$ cat config.mk
export PLATFORM = sky130hd
export DESIGN_NAME = serial_deserializer
export DESIGN_NICKNAME = d
export VERILOG_FILES = /design/src/rtl/shift_pkg.sv /design/src/rtl/deser_out_buf.sv /design/src/rtl/serial_deserializer.sv
export SDC_FILE = /design/constraint.sdc
export NUM_CORES = 1
export LEC_CHECK = 0
export BUFFER_PORTS_ARGS = -buffer_cell sky130_fd_sc_hd__buf_2
export CAP_MARGIN = 20
export CORE_MARGIN = 10
export CORE_UTILIZATION = 35
export DETAILED_ROUTE_END_ITERATION = 8
export PLACE_DENSITY_LB_ADDON = 0.2
export SETUP_SLACK_MARGIN = 0.3
export SLEW_MARGIN = 20
export SYNTH_ARGS = -nofsm -noshare
export SYNTH_HDL_FRONTEND = slang
export SYNTH_SLANG_ARGS = --single-unit
$ cat constraint.sdc
create_clock -name clk -period 1.3 [get_ports clk]
set_input_delay 0.195 -clock clk [delete_from_list [all_inputs] [get_ports clk]]
set_output_delay 0.195 -clock clk [all_outputs]
set_load 0.02 [all_outputs]
$ cat src/rtl/shift_pkg.sv
// Shared state encodings and reset constants for the serial deserializer.
// No logic; types and constants only.
// Imported by every file of the deserializer.
package shift_pkg;

   // Deserializer FSM: IDLE when no bits of a word are held, SHIFT otherwise
   typedef enum logic {
      ST_IDLE  = 1'b0,
      ST_SHIFT = 1'b1
   } state_t;

   // Value loaded into the shifter and the output buffer on reset
   localparam logic [31:0] RESET_WORD = 32'd0;

endpackage

$ cat src/rtl/deser_out_buf.sv
// Single-entry valid/ready holding register for assembled words, with sticky overrun.
// Latency: a loaded word is visible on dout/dout_valid the cycle after its load strobe.
// Backpressure: a load while full and not being drained drops the new word and sets overrun.
module deser_out_buf
   import shift_pkg::*;
#(
   parameter int WIDTH = 4
) (
   input  logic             clk,
   input  logic             R,
   input  logic             load,
   input  logic [WIDTH-1:0] word,
   input  logic             dout_ready,
   output logic [WIDTH-1:0] dout,
   output logic             dout_valid,
   output logic             overrun
);

   logic [WIDTH-1:0] dout_q, dout_d;
   logic             vld_q, vld_d;
   logic             ovr_q, ovr_d;

   // Next-state: load if the slot is free or being drained, else drop; otherwise consume
   always_comb begin
      dout_d = dout_q;
      vld_d  = vld_q;
      ovr_d  = ovr_q;
      if (load) begin
         if (!vld_q || dout_ready) begin
            dout_d = word;
            vld_d  = 1'b1;
         end else begin
            ovr_d = 1'b1;
         end
      end else if (vld_q && dout_ready) begin
         vld_d = 1'b0;
      end
   end

   // Buffer registers; overrun is cleared only by reset
   always_ff @(posedge clk) begin
      if (R) begin
         dout_q <= RESET_WORD[WIDTH-1:0];
         vld_q  <= 1'b0;
         ovr_q  <= 1'b0;
      end else begin
         dout_q <= dout_d;
         vld_q  <= vld_d;
         ovr_q  <= ovr_d;
      end
   end

   assign dout       = dout_q;
   assign dout_valid = vld_q;
   assign overrun    = ovr_q;

endmodule

$ cat src/rtl/serial_deserializer.sv
// Bit-serial to WIDTH-bit parallel deserializer with sof resync and a one-word output buffer.
// Latency: word visible on dout one clk after the edge that captures its last bit.
// Backpressure: none toward the serial side; words completing into a stalled buffer are dropped (overrun).
module serial_deserializer
   import shift_pkg::*;
#(
   parameter int WIDTH     = 4,
   parameter bit MSB_FIRST = 1'b1
) (
   input  logic             clk,
   input  logic             R,
   input  logic             sin,
   input  logic             sin_valid,
   input  logic             sof,
   output logic [WIDTH-1:0] dout,
   output logic             dout_valid,
   input  logic             dout_ready,
   output logic             overrun,
   output logic             busy
);

   localparam int CW = (WIDTH > 1) ? $clog2(WIDTH) : 1;

   logic [WIDTH-1:0] sh_q, sh_d, base_sh, next_sh;
   logic [CW-1:0]    cnt_q, cnt_d, base_cnt;
   state_t           st_q, st_d;
   logic             load;

   // Shift direction selected at elaboration; a 1-bit word is just the incoming bit
   generate
      if (WIDTH == 1) begin : g_w1
         assign next_sh = sin;
      end else if (MSB_FIRST) begin : g_msb
         assign next_sh = {base_sh[WIDTH-2:0], sin};
      end else begin : g_lsb
         assign next_sh = {sin, base_sh[WIDTH-1:1]};
      end
   endgenerate

   // Next-state: sof restarts the word, the WIDTH-th bit completes it and loads the buffer
   always_comb begin
      base_sh  = sof ? RESET_WORD[WIDTH-1:0] : sh_q;
      base_cnt = sof ? '0 : cnt_q;
      sh_d     = sh_q;
      cnt_d    = cnt_q;
      st_d     = st_q;
      load     = 1'b0;
      if (sin_valid) begin
         sh_d = next_sh;
         if (base_cnt == CW'(WIDTH - 1)) begin
            cnt_d = '0;
            st_d  = ST_IDLE;
            load  = 1'b1;
         end else begin
            cnt_d = base_cnt + CW'(1);
            st_d  = ST_SHIFT;
         end
      end
   end

   // FSM, bit counter and shifter registers; reset discards any partial word
   always_ff @(posedge clk) begin
      if (R) begin
         st_q  <= ST_IDLE;
         sh_q  <= RESET_WORD[WIDTH-1:0];
         cnt_q <= '0;
      end else begin
         st_q  <= st_d;
         sh_q  <= sh_d;
         cnt_q <= cnt_d;
      end
   end

   assign busy = (st_q == ST_SHIFT);

   deser_out_buf #(
      .WIDTH(WIDTH)
   ) u_out_buf (
      .clk        (clk),
      .R          (R),
      .load       (load),
      .word       (next_sh),
      .dout_ready (dout_ready),
      .dout       (dout),
      .dout_valid (dout_valid),
      .overrun    (overrun)
   );

endmodule

==> results of run 1 <==
[cells in the final DEF (no fill, tap or decap), drive strengths merged]
| cell | netlist | layout |
|---|---|---|
| nor3 | 2 | 2 |
| mux2i | 2 | 2 |
| nand2b | 3 | 3 |
| nand2 | 2 | 2 |
| ha | 1 | 1 |
| nand3 | 1 | 1 |
| clkbuf | 1 | 4 |
| buf | 2 | 14 |
| dfxtp | 12 | 12 |
| and2b | 1 | 1 |
| nand3b | 2 | 2 |
| o21ai | 4 | 4 |
| nand4b | 3 | 3 |
| and2 | 1 | 1 |
| nor2b | 2 | 2 |
| a21oi | 8 | 8 |
| nor2 | 6 | 6 |
[registers in the layout, summed over array words and instances (netlist names)]
register / cells
busy: 1
cnt_q: 2
sh_q: 3
u_out_buf.dout: 4
u_out_buf.dout_valid: 1
u_out_buf.overrun: 1
[Yosys cell counts]
master	count
and2b_1	1
nand3b_1	2
a21oi_1	8
nor2_1	6
and2_1	1
buf_4	2
nand2b_1	3
nor3_1	2
ha_1	1
nand4b_1	3
dfxtp_1	12
clkbuf_1	1
mux2i_1	2
nand3_1	1
nand2_1	2
o21ai_0	4
nor2b_1	2
[worst max-delay path: cells and delay by family, from the launching register on]
| kind | cells | cell delay, ns |
|---|---|---|
| buffers and inverters | 1 | 0.11 |
| AND/OR/NAND/NOR | 3 | 0.32 |
| adder cells (fa/ha/maj) | 1 | 0.15 |
| flip-flops | 1 | 0.32 |
| AO/OA/AOI/OAI | 1 | 0.11 |
[area by class of cell]
cell class	count	area share (%)
Timing Repair Buffer	14	14.07
Tap cell	15	2.890
Sequential cell	12	37.76
Multi-Input combinational cell	38	39.69
Clock buffer	4	5.588
[worst paths after layout]
path,endpoint,slack [ns],depth (start not counted)
max,u_out_buf.overrun,0.18,6
min reg2reg,u_out_buf.overrun,0.47,2
max reg2reg,u_out_buf.overrun,0.18,6
min,u_out_buf.dout[0],0.19,3
[stage by stage]
stage	hold slack (ns)	cells	setup WS (ns)	power [mW]	util, %
floorplan	0.2668	53	0.1986	0.4197	-
global placement	0.4505	77	0.1598	0.4346	42.50
detailed placement	0.4618	77	0.1501	0.4352	42.50
CTS	0.1841	82	0.1687	0.7465	46.92
global route	0.1940	83	0.1078	0.7705	49.90
finish	0.1859	83	0.1762	0.7323	49.90
[power breakdown]
group | switching [mW] | internal (mW)
sequential | 0.00500 | 0.377
clock | 0.124 | 0.170
combinational | 0.0291 | 0.0269
total | 0.158 | 0.574
[per-layer routing]
metal / vias up / GRT usage (%)
met5: - / 0
met4: 0 / 2.013
met3: 2 / 4.867
met2: 11 / 9.147
met1: 190 / 7.072
li1: 211 / -
[timing repair]
action                     in CTS  in global routing
hold endpoints to repair        0                  0
setup endpoints to repair       8                 13
cloned                          0                  0
pin swaps                       4                  6
setup buffers                   1                  1
gates resized for setup         8                  9
[logic make-up after synthesis]
| group | count (synthesis) |
|---|---|
| AOI/OAI and AO/OA | 12 |
| adders and majority gates | 1 |
| buffers and inverters | 3 |
| DFF | 12 |
| muxes | 2 |
| and+or+nand+nor | 23 |
==> key figures, run 1 <==
Clocking
  • Clock root buffer master: clkbuf_4
  • Reg clk slew, reported paths: approximately 0.08 ns
  • CTS tree: done
  • Htree depth: 1
  • CTS buffer count: 3
  • Cts hold-fix bufs: 0
  • # clock sinks: 12
  • Clk_lat worst skew: roughly 0.27 ns
  • Longest Clk Path Bufs: 2

Place
  • Placer Congestion: roughly 0.67
  • Placed inst area: 553.0 um2
  • DP HPWL: about 720 um
  • Port Buffer Count: 12

Worst setup path
  • Kind of critical path: flop to flop
  • CP max stage delay: between 0.3 and 0.4 ns
  • Crit Path Max Fanout: 6
  • R2R Path Start: cnt_q[1]
  • Critical path data required time: 1.46 ns
  • Critical path capture point type: flop
  • Worst-path cell chain: nor2b_4 -> ha_4 -> and2_4 -> buf_6 -> a21oi_2 -> nor2_1
  • CP startpoint kind: flop
  • Crit path from: cnt_q[1]
  • CP max stage cell: dfxtp_2
  • Critical Path AT: 1.29 ns

Global routing
  • Largest net degree at the start of global routing: 13
  • Gr ovfl total: 0
  • Vias in the first global route: 400
  • First-pass GRT wire length: 1711 um
  • Tot GR Track Use: under 10%
  • Initial antenna violation count: 0

Layout
  • Number of diodes: 0
  • Post-route cell area: ~650 um2
  • Fillers: about 130
  • Layout area overhead: 34.46%
  • Total area of multi-input combinational cells: approximately 260 um2
  • Storage cell area: 245.2 um2
  • Nets: 76
  • Share of layout cells above drive strength 1: 39.71%

Drt
  • Via/cell ratio: approximately 5.0
  • # DRC: 0
  • Wire length per cell: between 10 and 15 um
  • DR iter-0 viols: 7
  • Number of iterations in the first detailed-routing pass: 4
  • Max Used Layer: met4
  • Met3 WL post-DR: 95 um
  • Met2 WL: between 400 and 500 um
  • Detail Route Antenna Nets: 0
  • Met1 wire length: roughly 420 um
  • Final wirelength: roughly 1000 um
  • Via count: about 410

Synth
  • Synthesized cell area: a little under 500 um2
  • Area share of the largest cell type after synthesis: 49.74%
  • Cell count after synthesis: 53
  • Syn Area/Cell: between 9 and 10 um2
  • Yosys warns: 0
  • Register bit count reported by yosys: 12
  • Seq/Total Area, Yosys: between 40% and 50%
  • Area fraction in compound gates after synthesis: approximately an eighth
  • XOR/XNOR Fraction of Synth Area: 0%
  • Post-synthesis simple-gate area fraction: 27.20%
  • Post-synthesis adder-cell area fraction: approximately 2.6%
  • Synth unique cells: 17
  • Syn nets: 60
  • Leading area contributor after synthesis: dfxtp_1
  • Largest family of logic cells by synthesized area: simple AND/OR/NAND/NOR gates
  • Share of synthesized area spent on multiplexers: under 10%
  • Area contributors post-synth: dfxtp_1 (50%), a21oi_1 (8.3%), nand4b_1 (5.4%), nor2_1 (4.7%), mux2i_1 (4.1%)

Floorplanning
  • Core Box Area: ~1300 um2
  • Initial Utilization: a little under two fifths
  • Std-Cell Rows: 13
  • Die height: around 57 um
  • # IOs: 13
  • Chip width: approximately 57 um
  • Die area: approximately 3300 um2

STA
  • Final Hold Vio Count: 0
  • Tcrit/Tclk final: 86.44%
  • RSZ-0062 raised after global routing: yes
  • Count of final setup violators: 0
  • Max-slew violations: 0
  • Worst-Margin Slew: around 0.22 ns
  • Clk_skew: between 0.003 and 0.004 ns
  • Setup TNS: 0 ns
  • Max-Slew Margin vs Limit: roughly 86%
  • FMAX: ~0.89 GHz
  • Final worst path period need: between 1 and 1.5 ns

Power
  • Peak VDD IR: roughly 0.59 mV
  • Leak pwr: between 0.2 and 0.3 nW
  • Power per cell area: 1128 nW/um2

Status
  • Status: finished, final reports clean

Min path
  • Worst Hold Class: input pin to flop
  • Min-delay src: sin

Job
  • Max-cap viol count: 0
(Power assumes the default switching activity.)
==> run 2, diff against run 1 <==
--- a/config.mk
+++ b/config.mk
@@ -11,7 +11,6 @@
 export CORE_UTILIZATION = 35
 export DETAILED_ROUTE_END_ITERATION = 8
 export PLACE_DENSITY_LB_ADDON = 0.2
-export SETUP_SLACK_MARGIN = 0.3
 export SLEW_MARGIN = 20
 export SYNTH_ARGS = -nofsm -noshare
 export SYNTH_HDL_FRONTEND = slang
==> run 2 against run 1 <==
  * Non-clock buffer count down 2
  * Clock-buffer cell count unchanged
  * Combinational power fell by 21%
  * Critical path depth is 1 lower
  * Maximum frequency is 5.2% lower
  * Critical path type unchanged
  * Critical endpoint unchanged
==> key figures, run 2 (synthesis results as in run 1) <==
Worst setup path
  • Critical path data required time: 1.46 ns (about the same)
  • Kind of critical path: flop to flop (unchanged)
  • Critical Path AT: 1.35 ns (was 1.29 ns)
  • CP startpoint kind: flop (unchanged)
  • Crit Path Max Fanout: 6 (unchanged)
  • Critical path capture point type: flop (unchanged)

Floorplanning
  • Die area: 3266 um2 (unchanged)
  • Core Box Area: 1301 um2 (unchanged)
  • # IOs: 13 (unchanged)
  • Initial Utilization: 37.12% (unchanged)
  • Chip width: 57.15 um (unchanged)
  • Die height: 57.15 um (unchanged)
  • Std-Cell Rows: 13 (unchanged)

Clocking
  • CTS tree: done (unchanged)
  • Clock root buffer master: clkbuf_4 (unchanged)
  • Clk_lat worst skew: 0.27 ns (about the same)
  • Post-CTS Resized: 0 (was 8)
  • Cts hold-fix bufs: 0 (unchanged)
  • Longest Clk Path Bufs: 2 (unchanged)
  • Reg clk slew, reported paths: 0.07 ns (was 0.08 ns)
  • Htree depth: 1 (unchanged)
  • # clock sinks: 12 (unchanged)
  • CTS buffer count: 3 (unchanged)
  • Setup bufs post-CTS: 0 (was 1)

Global routing
  • Gr ovfl total: 0 (unchanged)
  • Tot GR Track Use: 6.673% (was 6.360%)
  • First-pass GRT wire length: 1711 um (unchanged)
  • Largest net degree at the start of global routing: 13 (unchanged)
  • Initial antenna violation count: 0 (unchanged)
  • Vias in the first global route: 426 (was 400)

STA
  • Clk_skew: 0.003192 ns (was 0.003561 ns)
  • Worst-Margin Slew: 0.2095 ns (was 0.2162 ns)
  • Tcrit/Tclk final: 91.14% (was 86.44%)
  • Final worst path period need: 1.185 ns (was 1.124 ns)
  • FMAX: 0.8440 GHz (was 0.8899 GHz)
  • Setup TNS: 0 ns (unchanged)
  • Max-Slew Margin vs Limit: 86.03% (was 85.59%)
  • Final Hold Vio Count: 0 (unchanged)
  • Count of final setup violators: 0 (unchanged)
  • RSZ-0062 raised after global routing: no (was yes)
  • Max-slew violations: 0 (unchanged)

Place
  • Port Buffer Count: 12 (unchanged)
  • Placer Congestion: 0.6702 (was 0.6717)
  • DP HPWL: 739.2 um (was 718.1 um)

Power
  • Peak VDD IR: 0.8144 mV (was 0.5881 mV)
  • Switching Power: 0.1523 mW (was 0.1585 mW)
  • Sequential power share: 53.0% (was 52.1%)
  • Leak pwr: 0.2482 nW (was 0.2622 nW)
  • Clock Power Share: 40.8% (was 40.2%)
  • Net Sw Frac: 21.20% (was 21.64%)
  • Tot Pwr: 0.7186 mW (was 0.7323 mW)
  • Pint: 0.5663 mW (was 0.5738 mW)
  • Power per cell area: 1238 nW/um2 (was 1128 nW/um2)
  • Combinational fraction of design power: 6.2% (was 7.6%)

Layout
  • Layout area overhead: 20.21% (was 34.46%)
  • Number of diodes: 0 (unchanged)
  • Nets: 74 (was 76)
  • Fillers: 144 (was 133)
  • Share of layout cells above drive strength 1: 25.76% (was 39.71%)
  • Max reg flops: 4 (unchanged)
  • Most frequent cells in the layout: dfxtp_1 (12), buf_2 (12), a21oi_1 (8) (was dfxtp_1 (8), a21oi_1 (7), buf_2 (7))

Min path
  • Worst Hold Class: input pin to flop (unchanged)

Drt
  • Wire length per cell: 11.95 um (was 12.34 um)
  • Final wirelength: 968 um (was 1024 um)
  • DR iter-0 viols: 5 (was 7)
  • Via/cell ratio: 4.790 (was 4.988)
  • Via count: 388 (was 414)
  • Number of iterations in the first detailed-routing pass: 3 (was 4)
  • Detail Route Antenna Nets: 0 (unchanged)
  • # DRC: 0 (unchanged)

Job
  • Max-cap viol count: 0 (unchanged)

Status
  • Status: finished, final reports clean (unchanged)
-- run 2: cell count changes in the layout (fill, tap and decap cells not counted), moves of 2 or more --
cell | before | now
dfxtp_2 | 4 | 0
nor2b_4 | 2 | 0
dfxtp_1 | 8 | 12
o21ai_0 | 0 | 4
buf_4 | 6 | 0
o21ai_1 | 4 | 0
buf_2 | 7 | 12
nor2b_1 | 0 | 2
-- run 2: power by group through the flow --
stage / clock network, mW / logic (mW) / registers (mW)
6_report: 0.293 / 0.0444 / 0.381
5_1_grt: 0.327 / 0.0503 / 0.382
4_1_cts: 0.305 / 0.0455 / 0.381
3_5_place_dp: 0 / 0.0454 / 0.390
3_3_place_gp: 0 / 0.0448 / 0.389
2_1_floorplan: 0 / 0.0273 / 0.392
-- run 2: through the flow --
stage	util [%]	setup slack (ns)	area [um2]	hold WS (ns)	cells
after global routing	44.62	0.002536	580.6	0.1888	81
final	44.62	0.1152	580.6	0.1864	81
after floorplan	-	0.1145	483.0	0.2737	53
after CTS	44.52	0.07036	579.3	0.1811	81
after detailed placement	41.73	0.08319	543.0	0.4560	77
after global placement	41.73	0.09694	543.0	0.4493	77
-- run 2: per-layer routing --
layer | GRT usage, % | wire, um | part of all wire, %
met4 | 3.020 | 8 | 0.83
met5 | 0 | 0 | 0
met1 | 5.466 | 432 | 45
met3 | 5.088 | 67 | 6.9
met2 | 11.63 | 459 | 47
-- run 2: layout make-up --
| class | count | area (um2) | area share, % |
|---|---|---|---|
| multi-input cells | 38 | 225.2 | 38.79 |
| flip-flops and latches | 12 | 240.2 | 41.38 |
| clock buffers | 4 | 36.28 | 6.250 |
| well taps | 15 | 18.77 | 3.233 |
| repair buffers | 12 | 60.06 | 10.34 |
-- run 2: worst max-delay path, cell delays in order (launching register included) --
cell and delay, ns:
dfxtp_1 0.32, nor2b_1 0.13, ha_1 0.20, and2_2 0.23
a21oi_1 0.15, nor2_1 0.05
-- run 2: final timing paths --
kind	depth (start not counted)	slack (ns)	start	end
worst max-delay path	5	0.12	cnt_q[0]	u_out_buf.overrun
worst min-delay path	3	0.19	sin	u_out_buf.dout[0]
worst max register to register	5	0.12	cnt_q[0]	u_out_buf.overrun
worst min register to register	2	0.46	u_out_buf.overrun	u_out_buf.overrun
